==> src/rtl/pipe_hazard_ctrl.sv <==
// Pipeline hazard controller for a 5-stage RISC-V core.
// Generates the stall, flush and forwarding controls for the pipe.
// Three hazards are handled: load-use (one bubble), taken branch (flush the wrong path)
// and data-memory busy (freeze the whole pipe). Performance counters track stall and flush cycles.
module pipe_hazard_ctrl #(
  parameter logic [1:0] LOAD_SEL = 2'b01,
  parameter int         CNT_W    = 32
) (
  input  logic             clk,
  input  logic             rst,
  input  logic [4:0]       id_rs1,
  input  logic [4:0]       id_rs2,
  input  logic             id_re1,
  input  logic             id_re2,
  input  logic [4:0]       ex_wR,
  input  logic             ex_rf_we,
  input  logic [1:0]       ex_wd_sel,
  input  logic [4:0]       mem_wR,
  input  logic             mem_rf_we,
  input  logic [4:0]       wb_wR,
  input  logic             wb_rf_we,
  input  logic             ex_br_taken,
  input  logic             mem_busy,
  output logic             pc_stall,
  output logic             ifid_stall,
  output logic             idex_stall,
  output logic             exmem_stall,
  output logic             ifid_flush,
  output logic             idex_flush,
  output logic [1:0]       forward_a,
  output logic [1:0]       forward_b,
  output logic [1:0]       ctrl_state,
  output logic [CNT_W-1:0] stall_cnt,
  output logic [CNT_W-1:0] flush_cnt
);

  typedef enum logic [1:0] {
    RUN    = 2'b00,
    BUBBLE = 2'b01,
    WAIT   = 2'b10
  } state_t;

  state_t           state_q, state_d;
  logic [4:0]       ex_rs1_q, ex_rs2_q;
  logic             ex_re1_q, ex_re2_q;
  logic [CNT_W-1:0] stall_cnt_q, flush_cnt_q;
  logic             lu_haz;

  // Forward select for one EX operand; MEM result is younger so it wins over WB, x0 never forwards.
  function automatic logic [1:0] fwd_sel(input logic re, input logic [4:0] rs,
                                         input logic m_we, input logic [4:0] m_wr,
                                         input logic w_we, input logic [4:0] w_wr);
    logic [1:0] sel;
    sel = 2'b00;
    if (re && m_we && (m_wr != 5'd0) && (m_wr == rs))
      sel = 2'b01;
    else if (re && w_we && (w_wr != 5'd0) && (w_wr == rs))
      sel = 2'b10;
    return sel;
  endfunction

  // Load in EX whose destination is read by the instruction in ID.
  always_comb begin
    lu_haz = ex_rf_we && (ex_wd_sel == LOAD_SEL) && (ex_wR != 5'd0) &&
             ((id_re1 && (id_rs1 == ex_wR)) || (id_re2 && (id_rs2 == ex_wR)));
  end

  // Stall/flush decode with priority mem_busy > ex_br_taken > lu_haz.
  always_comb begin
    pc_stall    = 1'b0;
    ifid_stall  = 1'b0;
    idex_stall  = 1'b0;
    exmem_stall = 1'b0;
    ifid_flush  = 1'b0;
    idex_flush  = 1'b0;
    if (mem_busy) begin
      // Branch stays pending while EX is frozen; it resolves once busy drops.
      pc_stall    = 1'b1;
      ifid_stall  = 1'b1;
      idex_stall  = 1'b1;
      exmem_stall = 1'b1;
    end else if (ex_br_taken) begin
      // Anything hazarding in ID is wrong-path and gets flushed anyway.
      ifid_flush = 1'b1;
      idex_flush = 1'b1;
    end else if (lu_haz) begin
      pc_stall   = 1'b1;
      ifid_stall = 1'b1;
      idex_flush = 1'b1;
    end
  end

  // Operand forwarding from the registered EX sources.
  always_comb begin
    forward_a = fwd_sel(ex_re1_q, ex_rs1_q, mem_rf_we, mem_wR, wb_rf_we, wb_wR);
    forward_b = fwd_sel(ex_re2_q, ex_rs2_q, mem_rf_we, mem_wR, wb_rf_we, wb_wR);
  end

  // Shadow of the ID/EX source fields, following the ID/EX latch hold/flush behaviour.
  always_ff @(posedge clk) begin
    if (rst) begin
      ex_rs1_q <= 5'd0;
      ex_rs2_q <= 5'd0;
      ex_re1_q <= 1'b0;
      ex_re2_q <= 1'b0;
    end else if (idex_stall) begin
      ex_rs1_q <= ex_rs1_q;
      ex_rs2_q <= ex_rs2_q;
      ex_re1_q <= ex_re1_q;
      ex_re2_q <= ex_re2_q;
    end else if (idex_flush) begin
      ex_rs1_q <= 5'd0;
      ex_rs2_q <= 5'd0;
      ex_re1_q <= 1'b0;
      ex_re2_q <= 1'b0;
    end else begin
      ex_rs1_q <= id_rs1;
      ex_rs2_q <= id_rs2;
      ex_re1_q <= id_re1;
      ex_re2_q <= id_re2;
    end
  end

  // Controller state next-state logic.
  always_comb begin
    state_d = state_q;
    if (mem_busy) begin
      state_d = WAIT;
    end else begin
      case (state_q)
        RUN:     state_d = (lu_haz && !ex_br_taken) ? BUBBLE : RUN;
        BUBBLE:  state_d = RUN;
        WAIT:    state_d = RUN;
        default: state_d = RUN;
      endcase
    end
  end

  // Controller state register.
  always_ff @(posedge clk) begin
    if (rst) state_q <= RUN;
    else     state_q <= state_d;
  end

  // Stall and flush performance counters, wrapping on overflow.
  always_ff @(posedge clk) begin
    if (rst) begin
      stall_cnt_q <= '0;
      flush_cnt_q <= '0;
    end else begin
      if (pc_stall || exmem_stall) stall_cnt_q <= stall_cnt_q + CNT_W'(1);
      if (ifid_flush)              flush_cnt_q <= flush_cnt_q + CNT_W'(1);
    end
  end

  assign ctrl_state = state_q;
  assign stall_cnt  = stall_cnt_q;
  assign flush_cnt  = flush_cnt_q;

  // The load has moved past EX by the time the bubble sits there.
  a_bubble_no_luhaz: assert property (@(posedge clk) disable iff (rst)
    (state_q == BUBBLE) |-> !lu_haz);

endmodule

==> config.mk <==
export PLATFORM = sky130hd
export DESIGN_NAME = pipe_hazard_ctrl
export DESIGN_NICKNAME = d
export VERILOG_FILES = /design/src/rtl/pipe_hazard_ctrl.sv
export SDC_FILE = /design/constraint.sdc
export NUM_CORES = 1
export LEC_CHECK = 0
export ABC_AREA = 1
export CAP_MARGIN = 20
export CORE_UTILIZATION = 25
export DETAILED_ROUTE_END_ITERATION = 16
export PLACE_DENSITY = 0.5
export SYNTH_ARGS = -nofsm -noshare
export SYNTH_HDL_FRONTEND = slang
export SYNTH_SLANG_ARGS = --single-unit
==> constraint.sdc <==
create_clock -name clk -period 2 [get_ports clk]
set_input_delay 0.4 -clock clk [delete_from_list [all_inputs] [get_ports clk]]
set_output_delay 0.4 -clock clk [all_outputs]
set_load 0.03 [all_outputs]
# Yosys cells after proc, flatten, opt, wreduce, memory -nomap -nowiden
# Cells that the tools add are included.
# W data, S select, Z words.
# op_classes
n_bitwise	1
n_mux	19
n_reduce_logical	26
eq_ne	7
add_sub_neg	2
# op_table
op	n
$add A32 B1 Y32 const B	2
$eq A5 B5 Y1	6
$logic_and A1 B1 Y1	18
$reduce_bool A5 Y1	3
$mux W1	12
$mux W2	5
$mux W5	2
$reduce_or A3 Y1	1
$eq A2 B1 Y1 const B	1
$logic_not A2 Y1	1
$logic_or A1 B1 Y1	2
$logic_not A1 Y1	1
$not A1 Y1	1
# totals
input_bits	36
reg_bits	78
out_inout_bits	76
word_cells	63

# Longest topological paths before layout
# Gate-level depths: netlist (run 1).
# depth
word_depth	8
ltp_mapped	11
mapped_depth_nobuf	11

# Worst setup path before layout (run 1)
# OpenSTA, ideal clock, no wires.
# synth_path
path_kind	input port to output port
start	input mem_wR[2]
end	output forward_b[1]
t_arrival_ps	2055
required_time_ps	1600
slack_ps	-455
cell_stages	4
n_path_buf	0
cell_sequence	xnor2_1 -> nand3_1 -> nor4_1 -> nor2_1
# synth_between
elab_chain_cells	4
elab_cells_between_ends	5
cone_classes	eq/ne: 1; mux: 1; reduce/logical: 3
# synth_rtl
element	line	rtl
start, declared	18	input logic [4:0] mem_wR,
$reduce_bool A5 Y1	55	if (re && m_we && (m_wr != 5'd0) && (m_wr == rs))
$logic_and A1 B1 Y1	55	
$logic_and A1 B1 Y1 *	55	
$mux W2 *	55	
end, declared	31	output logic [1:0] forward_b,
# Mark *: on every way between the ends. The rest lies on a longest branch, timed or not.

# Worst setup path in the final report (run 1)
# layout_path
start	input mem_busy
end	output idex_flush
# layout_between
elab_chain_cells	1
# layout_rtl
element	line	rtl
start, declared	23	input logic mem_busy,
$mux W1	76	if (mem_busy) begin
end, declared	29	output logic idex_flush,
# No other way between the ends.

==> results of run 1 <==
## registers in the layout (all words and copies together), names as in the netlist
register,cells
ex_re2_q,1
ex_rs2_q,5
stall_cnt,32
ctrl_state,2
ex_rs1_q,5
ex_re1_q,1
flush_cnt,32
## worst min-delay path, stage by stage
cell and delay, ns:
buf_2 0.09, inv_1 0.10, nand2_1 0.08, nor2_1 0.04
## power groups by stage
stage / Sequential (mW) / Combinational, mW / Clock (mW)
2_1_floorplan: 1.64 / 0.174 / 0
3_3_place_gp: 1.63 / 0.376 / 0
3_5_place_dp: 1.63 / 0.376 / 0
4_1_cts: 1.59 / 0.370 / 1.87
5_1_grt: 1.60 / 0.409 / 1.93
6_report: 1.59 / 0.372 / 1.80
## metrics by stage
step	hold WS (ns)	setup slack, ns	area, um2	power [mW]	TNS (ns)
floorplan	0.4494	0.05779	4850	1.812	0
global placement	0.4083	-0.1873	6477	2.004	-5.093
detailed placement	0.4188	-0.2159	6477	2.004	-5.922
CTS	0.4075	0.004253	6825	3.836	0
global route	0.4180	-0.02596	6859	3.936	-0.02596
finish	0.4053	0.04006	6859	3.770	0
## kinds of logic after synthesis
family,Yosys count,synth area share [%]
AO/OA/AOI/OAI,91,10.02
XOR/XNOR,25,4.529
adder cells (fa/ha/maj),2,0.5175
buffers and inverters,119,9.783
flip-flops,78,32.30
AND/OR/NAND/NOR,467,42.86
## layer usage
layer / track usage, % / vias to the layer above / share of wire (%)
li1: - / 2803 / -
met1: 20.52 / 2361 / 47
met2: 27.02 / 101 / 47
met3: 4.110 / 12 / 5.1
met4: 3.833 / 0 / 1.2
met5: 0 / - / 0
## area by class of cell
cell class	instances	area (um2)
repair buffers	158	1414
clock inverters	4	70.07
fillers	2039	11970
inverters	97	365.4
multi-input cells	585	2860
flip-flops and latches	78	1572
well taps	260	325.3
clock buffers	11	252.7
## cells in the mapped netlist
cell,count,area (um2)
o21ai_0,29,145.1
nor3_2,1,10.01
nor2_2,4,25.02
nand3_1,63,315.3
a221oi_1,2,17.52
nor3_4,1,16.27
nand2_4,1,11.26
a211oi_1,2,15.01
xor2_1,17,148.9
dfxtp_1,78,1562
nand4_1,14,87.58
clkbuf_1,10,37.54
nand4_2,1,12.51
nand2_1,235,882.1
inv_2,7,26.28
o211ai_1,1,7.510
o22ai_1,3,18.77
nand3_2,2,20.02
nor3_1,24,120.1
o2111ai_1,1,8.760
xnor2_1,8,70.07
a31oi_1,2,12.51
a21oi_1,50,250.2
buf_4,6,45.04
buf_1,3,11.26
nor2_4,5,56.30
nor2_1,95,356.6
buf_2,3,15.01
nand3b_1,11,82.58
nor4_1,3,18.77
inv_1,89,334.1
nand2_2,4,25.02
ha_1,2,25.02
nor3b_1,2,15.01
a21oi_2,1,8.760
nand3_4,1,17.52
clkinv_1,1,3.750
## cell usage in the layout (no fill, tap or decap), drive strengths merged, types with 15 or more instances in the layout
cell	n
a21oi	51
buf	58
clkdlybuf4s50	73
dfxtp	78
dlygate4sd2	24
inv	96
nand2	240
nand3	66
nand4	15
nor2	104
nor3	26
o21ai	29
xor2	17
## timing repair
| item | CTS | global route |
|---|---|---|
| pin swaps | 14 | 9 |
| gates resized for setup | 45 | 19 |
| setup endpoints to repair | 8 | 7 |
| setup buffers | 2 | 1 |
## how the worst max path moves through the flow
stage / cells after the start / slack (ns) / end / from
after floorplan: 6 / 0.06 / forward_a[1] / mem_wR[0]
after global placement: 10 / -0.19 / ifid_stall / ex_wR[3]
after detailed placement: 10 / -0.22 / ifid_stall / ex_wR[3]
after CTS: 7 / 0.004 / forward_b[1] / ex_rs2_q[0]$_SDFFE_PP0N_
after global routing: 6 / -0.03 / forward_a[1] / ex_rs1_q[1]$_SDFFE_PP0N_
final: 6 / 0.04 / idex_flush / mem_busy
==> summary.log, run 1 <==
INFO  global_routing largest_net_degree_at_the_start_of_global_routing=34
INFO  sta            fin_worst_skew=0.006466ns
INFO  drt            vias=5277
INFO  status         run_status=complete, no violations
INFO  cells_and_area finalNetCount=967
INFO  min_path       hold_path_end=stall_cnt[1]$_SDFFE_PP0P_
INFO  critical_path  critical_path_cell_with_the_highest_stage_delay=clkdlybuf4s50_1
INFO  pwr            netSwitchingFraction=23.65%
INFO  pwr            p_switching=0.8916mW
INFO  critical_path  critical_path.reg2reg.startpoint=stall_cnt[0]$_SDFFE_PP0P_
INFO  critical_path  crit_path_frequent_cell=inv_1
INFO  critical_path  worstPathCellList=clkdlybuf4s50_1, inv_1, buf_4, a31oi_1, inv_1, buf_6
INFO  critical_path  cp_slowest_stage_delay=0.52ns
INFO  floorplan      die_height=141.1um
INFO  floorplan      rows=50
INFO  critical_path  worst_path_dominant_cell_family=buffers and inverters
INFO  drt            wl_per_cell=13.10um
INFO  cells_and_area postLayoutCoreUtil=36.43%
INFO  floorplan      die_area=0.01990mm2
INFO  global_routing groute.usage.overall=16.10%
INFO  placement      gpl.final_weighted_congestion=0.8496
INFO  synthesis      synthesis.area_per_instance=6.182um2
INFO  critical_path  worstSetupStartpointType=input port
INFO  cts            cts-root-to-sink-buffers=2
INFO  critical_path  cp_max_fo=5
INFO  placement      numPortBuffers=111
INFO  pwr            p_per_area=549.6mW/mm2
INFO  pwr            ir_drop=0.0003822V
INFO  floorplan      fp.coreArea=0.01883mm2
INFO  sta            slew-limit-headroom=74.12%
INFO  drt            drcViolationCount=0
INFO  cts            source_to_sink_clock_delay_at_the_later_pin_of_the_worst_skew_pair=0.34ns
INFO  critical_path  worst_r2r_path_depth=9
INFO  critical_path  worstSetupPathType=in2out
INFO  floorplan      floorplan.die.width=141.1um
INFO  cts            worst_setup_hold_path_clk_slew=0.06ns
INFO  cts            cts_sinks=78
INFO  pwr            p_int=2.878mW
INFO  sta            finalHoldViolations=0
INFO  sta            min_period=1.960ns
INFO  sta            worst_slew_pin_slew=0.3870ns
INFO  cts            cts_max_level=3
INFO  critical_path  r2r-end=stall_cnt[29]$_SDFFE_PP0P_
INFO  synthesis      seq_area_frac_synth=32.30%
INFO  min_path       hold_start=rst
INFO  run            max_cap_viol_count=0
INFO  sta            timing_max_transition_violations_final=0
INFO  global_routing overflow_left_after_global_routing=0
INFO  min_path       hold_path.class=in2reg
INFO  sta            fmax=0.5102GHz
INFO  cts            clock_tree_from_tritoncts=yes
INFO  global_routing grt_first_pass_wirelength=25.19mm
INFO  drt            routed_via_density=4.423
INFO  drt            total_detailed_routing_wirelength=15.63mm
INFO  global_routing antenna_found_initial=0
INFO  cts            cts_buffers=9
INFO  cells_and_area area_growth=41.87%
INFO  cells_and_area antennaDiodeCount=0
INFO  floorplan      num_io_pins=112
INFO  cells_and_area post_route_cells_drive_above_1_share=13.61%
INFO  min_path       worst_hold_path.num_cells=4
INFO  global_routing first_global_vias=4944
INFO  critical_path  worst-endpoint-arrival=1.56ns
INFO  critical_path  reg_to_reg_setup_timing_slack=0.33ns
INFO  cts            cts.root.buffer_cell=clkbuf_16
INFO  synthesis      synth_area=0.004835mm2
INFO  sta            finalSetupViolCount=0
INFO  drt            route.antenna.remaining_nets=0
INFO  floorplan      initial_core_util=25.67%
INFO  placement      dp_cells=1175
INFO  synthesis      ys.warnings.count=0
INFO  drt            detailedRoute.firstPassIterationCount=4
INFO  synthesis      synthCells=782
INFO  critical_path  worst_setup_path_end_kind=output pin
INFO  synthesis      unique_cell_type_count_in_the_yosys_netlist=37
INFO  pwr            p_leak=2.622nW
INFO  synthesis      synth-seq-cells=78
INFO  drt            detailedRoute.firstIterationViolations=234
INFO  pwr            share_clk_of_total_power=47.8%
INFO  pwr            seqPwrFrac=42.3%
INFO  critical_path  worst_ep_required_time=1.60ns
INFO  critical_path  sum_of_buffers_and_inverters_on_the_critical_path=5
INFO  placement      place_hpwl=11.97mm
INFO  cells_and_area stdcell_count=1193
INFO  sta            timing.final.crit_share=98.00%
INFO  pwr            comb_power_share=9.9%
INFO  sta            grt_setup_unrepaired=true
INFO  cts            postCtsHoldBufs=0
INFO  synthesis      mappedNetlistNets=820
Power figures use the tool's default switching activity.
==> inputs of run 2 (changes only) <==
--- a/config.mk
+++ b/config.mk
@@ -9,6 +9,7 @@
 export CAP_MARGIN = 20
 export CORE_UTILIZATION = 25
 export DETAILED_ROUTE_END_ITERATION = 16
+export GPL_TIMING_DRIVEN = 0
 export PLACE_DENSITY = 0.5
 export SYNTH_ARGS = -nofsm -noshare
 export SYNTH_HDL_FRONTEND = slang
==> summary.log, run 2 (synthesis results as in run 1) <==
INFO  critical_path  worst-endpoint-arrival=1.55ns
INFO  cells_and_area num-fill-cells=2104
INFO  pwr            ir_drop=0.0004187V
INFO  sta            finalHoldViolations=0
INFO  global_routing antenna_found_initial=0
INFO  sta            slew-limit-headroom=56.76%
INFO  drt            detailedRoute.firstPassIterationCount=6
INFO  sta            fmax=0.5131GHz
INFO  drt            total_detailed_routing_wirelength=15.81mm
INFO  cts            postCtsHoldBufs=0
INFO  global_routing groute.usage.overall=16.28%
INFO  drt            drcViolationCount=0
INFO  global_routing first_global_vias=4773
INFO  cells_and_area multi_input_comb_area=0.002878mm2
INFO  sta            timing.final.crit_share=97.44%
INFO  floorplan      die_height=141.1um
INFO  min_path       hold_start=id_rs2[1]
INFO  floorplan      initial_core_util=25.67%
INFO  drt            routed_via_density=4.411
INFO  cts            clock_tree_from_tritoncts=yes
INFO  drt            vias=5183
INFO  global_routing grt_first_pass_wirelength=25.07mm
INFO  placement      gpl.final_weighted_congestion=0.8780
INFO  sta            worst_slew_pin_slew=0.6487ns
INFO  cells_and_area layout.cells.most_common=nand2_1
INFO  sta            min_period=1.949ns
INFO  cells_and_area antennaDiodeCount=0
INFO  sta            grt_setup_unrepaired=true
INFO  global_routing overflow_left_after_global_routing=0
INFO  cells_and_area finalNetCount=950
INFO  global_routing largest_net_degree_at_the_start_of_global_routing=12
INFO  critical_path  worst_r2r_path_depth=8
INFO  pwr            p_per_area=521.2mW/mm2
INFO  critical_path  worstSetupPathType=in2out
INFO  drt            wl_per_cell=13.45um
INFO  placement      place_hpwl=12.34mm
INFO  sta            timing_max_transition_violations_final=0
INFO  min_path       hold_path.class=in2reg
INFO  status         run_status=complete, no violations
INFO  drt            route.antenna.remaining_nets=0
INFO  placement      numPortBuffers=110
INFO  cells_and_area post_route_cells_drive_above_1_share=12.02%
INFO  sta            fin_worst_hold_slack=0.3267ns
INFO  cells_and_area register_area=0.001575mm2
INFO  critical_path  worstSetupStartpointType=input port
INFO  min_path       hold_path_end=ex_rs2_q[1]$_SDFFE_PP0N_
INFO  cts            cts.root.buffer_cell=clkbuf_16
INFO  cts            cts_buffers=9
INFO  floorplan      num_io_pins=112
INFO  cts            worst_setup_hold_path_clk_slew=0.06ns
INFO  floorplan      die_area=0.01990mm2
INFO  pwr            p_leak=2.458nW
INFO  sta            finalSetupViolCount=0
INFO  floorplan      rows=50
INFO  cells_and_area area_growth=37.42%
INFO  cts            cts_sinks=78
INFO  critical_path  r2r-end=stall_cnt[14]$_SDFFE_PP0P_
INFO  drt            detailedRoute.firstIterationViolations=327
INFO  cts            cts-root-to-sink-buffers=2
INFO  critical_path  cp_max_fo=2
INFO  floorplan      floorplan.die.width=141.1um
INFO  sta            fin_worst_skew=0.007092ns
INFO  floorplan      fp.coreArea=0.01883mm2
INFO  critical_path  worst_setup_path_end_kind=output pin
INFO  critical_path  worst_ep_required_time=1.60ns
INFO  pwr            fin_total_pwr=3.463mW
INFO  critical_path  reg_to_reg_setup_timing_slack=0.17ns
INFO  cts            cts_max_level=3
INFO  run            max_cap_viol_count=0
INFO  min_path       worst_hold_path.num_cells=3
INFO  critical_path  critical_path.reg2reg.startpoint=stall_cnt[0]$_SDFFE_PP0P_
INFO  cts            source_to_sink_clock_delay_at_the_later_pin_of_the_worst_skew_pair=0.35ns
INFO  cells_and_area leading_cell_types_in_the_layout_fill_and_taps_excluded=nand2_1, nor2_1, inv_1, clkdlybuf4s50_1, dfxtp_1
==> run 2: cell count changes in the layout (fill, tap and decap cells not counted), moves of 3 or more <==
| cell | before | now |
|---|---|---|
| buf_1 | 0 | 3 |
| buf_2 | 1 | 4 |
| buf_4 | 53 | 15 |
| clkbuf_1 | 0 | 11 |
| clkbuf_2 | 1 | 7 |
| clkdlybuf4s15_1 | 2 | 6 |
| clkinv_2 | 3 | 0 |
| dfxtp_1 | 72 | 69 |
| dfxtp_2 | 5 | 8 |
| dlygate4sd2_1 | 24 | 17 |
| inv_1 | 79 | 76 |
| inv_2 | 17 | 20 |
==> run 2: cell type report <==
class	count	area share [%]
multi-input combinational	585	43.31
sequential	78	23.71
timing repair buffer	120	16.76
inverter	97	5.556
tap	260	4.896
clock buffer	13	3.766
buffer	21	1.883
clock inverter	1	0.1130
==> run 2: timing repair <==
item                                    in CTS  in global routing
endpoints found under the setup margin      10                 18
buffers inserted                             6                  4
resized for setup                           99                 49
pin swaps                                   15                 19
==> run 2: critical path, cell delays in order <==
cell and delay (ns):
dlygate4sd2_1 0.25, inv_2 0.06, nand2_1 0.04, nand2_1 0.08
nor2_2 0.04, nand3_1 0.09, nand2_2 0.09, buf_6 0.13
a31oi_1 0.16, inv_1 0.07, buf_6 0.14
==> run 2: layer usage <==
layer | track usage (%) | share of wire, % | routed length [um] | up-vias
li1 | - | - | - | 2769
met1 | 21.04 | 48 | 7650 | 2299
met2 | 27.02 | 46 | 7345 | 105
met3 | 4.042 | 4.4 | 699 | 10
met4 | 3.947 | 0.71 | 112 | 0
met5 | 0 | 0 | 0 | -
==> run 2: how the worst max path moves through the flow <==
stage	to	startpoint	depth (start not counted)	slack [ns]
floorplan	forward_a[1]	mem_wR[0]	6	0.06
CTS	pc_stall	id_rs1[3]	12	0.0009
finish	idex_flush	id_rs1[1]	11	0.05
global placement	idex_flush	mem_busy	7	-1.24
global route	forward_a[1]	ex_rs1_q[2]$_SDFFE_PP0N_	8	-0.04
detailed placement	idex_flush	mem_busy	7	-1.22
==> run 2: where the power goes <==
part,switching [mW],internal [mW]
clock,0.644,0.862
combinational,0.215,0.143
sequential,0.0262,1.57
==> run 2: stage by stage <==
step           setup WS (ns)  utilization (%)  instance area, um2  TNS (ns)  cells
2_1_floorplan        0.05779                -                4850         0    782
3_3_place_gp          -1.240            33.33                6276    -19.18   1152
3_5_place_dp          -1.216            33.33                6276    -18.56   1152
4_1_cts            0.0008813            35.00                6591         0   1172
5_1_grt             -0.03687            35.28                6644  -0.05568   1175
6_report             0.05117            35.28                6644         0   1175
==> inputs of run 3 (changes only) <==
--- a/config.mk
+++ b/config.mk
@@ -11,6 +11,7 @@
 export DETAILED_ROUTE_END_ITERATION = 16
 export GPL_TIMING_DRIVEN = 0
 export PLACE_DENSITY = 0.5
+export SLEW_MARGIN = 20
 export SYNTH_ARGS = -nofsm -noshare
 export SYNTH_HDL_FRONTEND = slang
 export SYNTH_SLANG_ARGS = --single-unit
==> results of run 3 <==
Same layout as run 2: the final DEF is identical, and so are final timing and power.
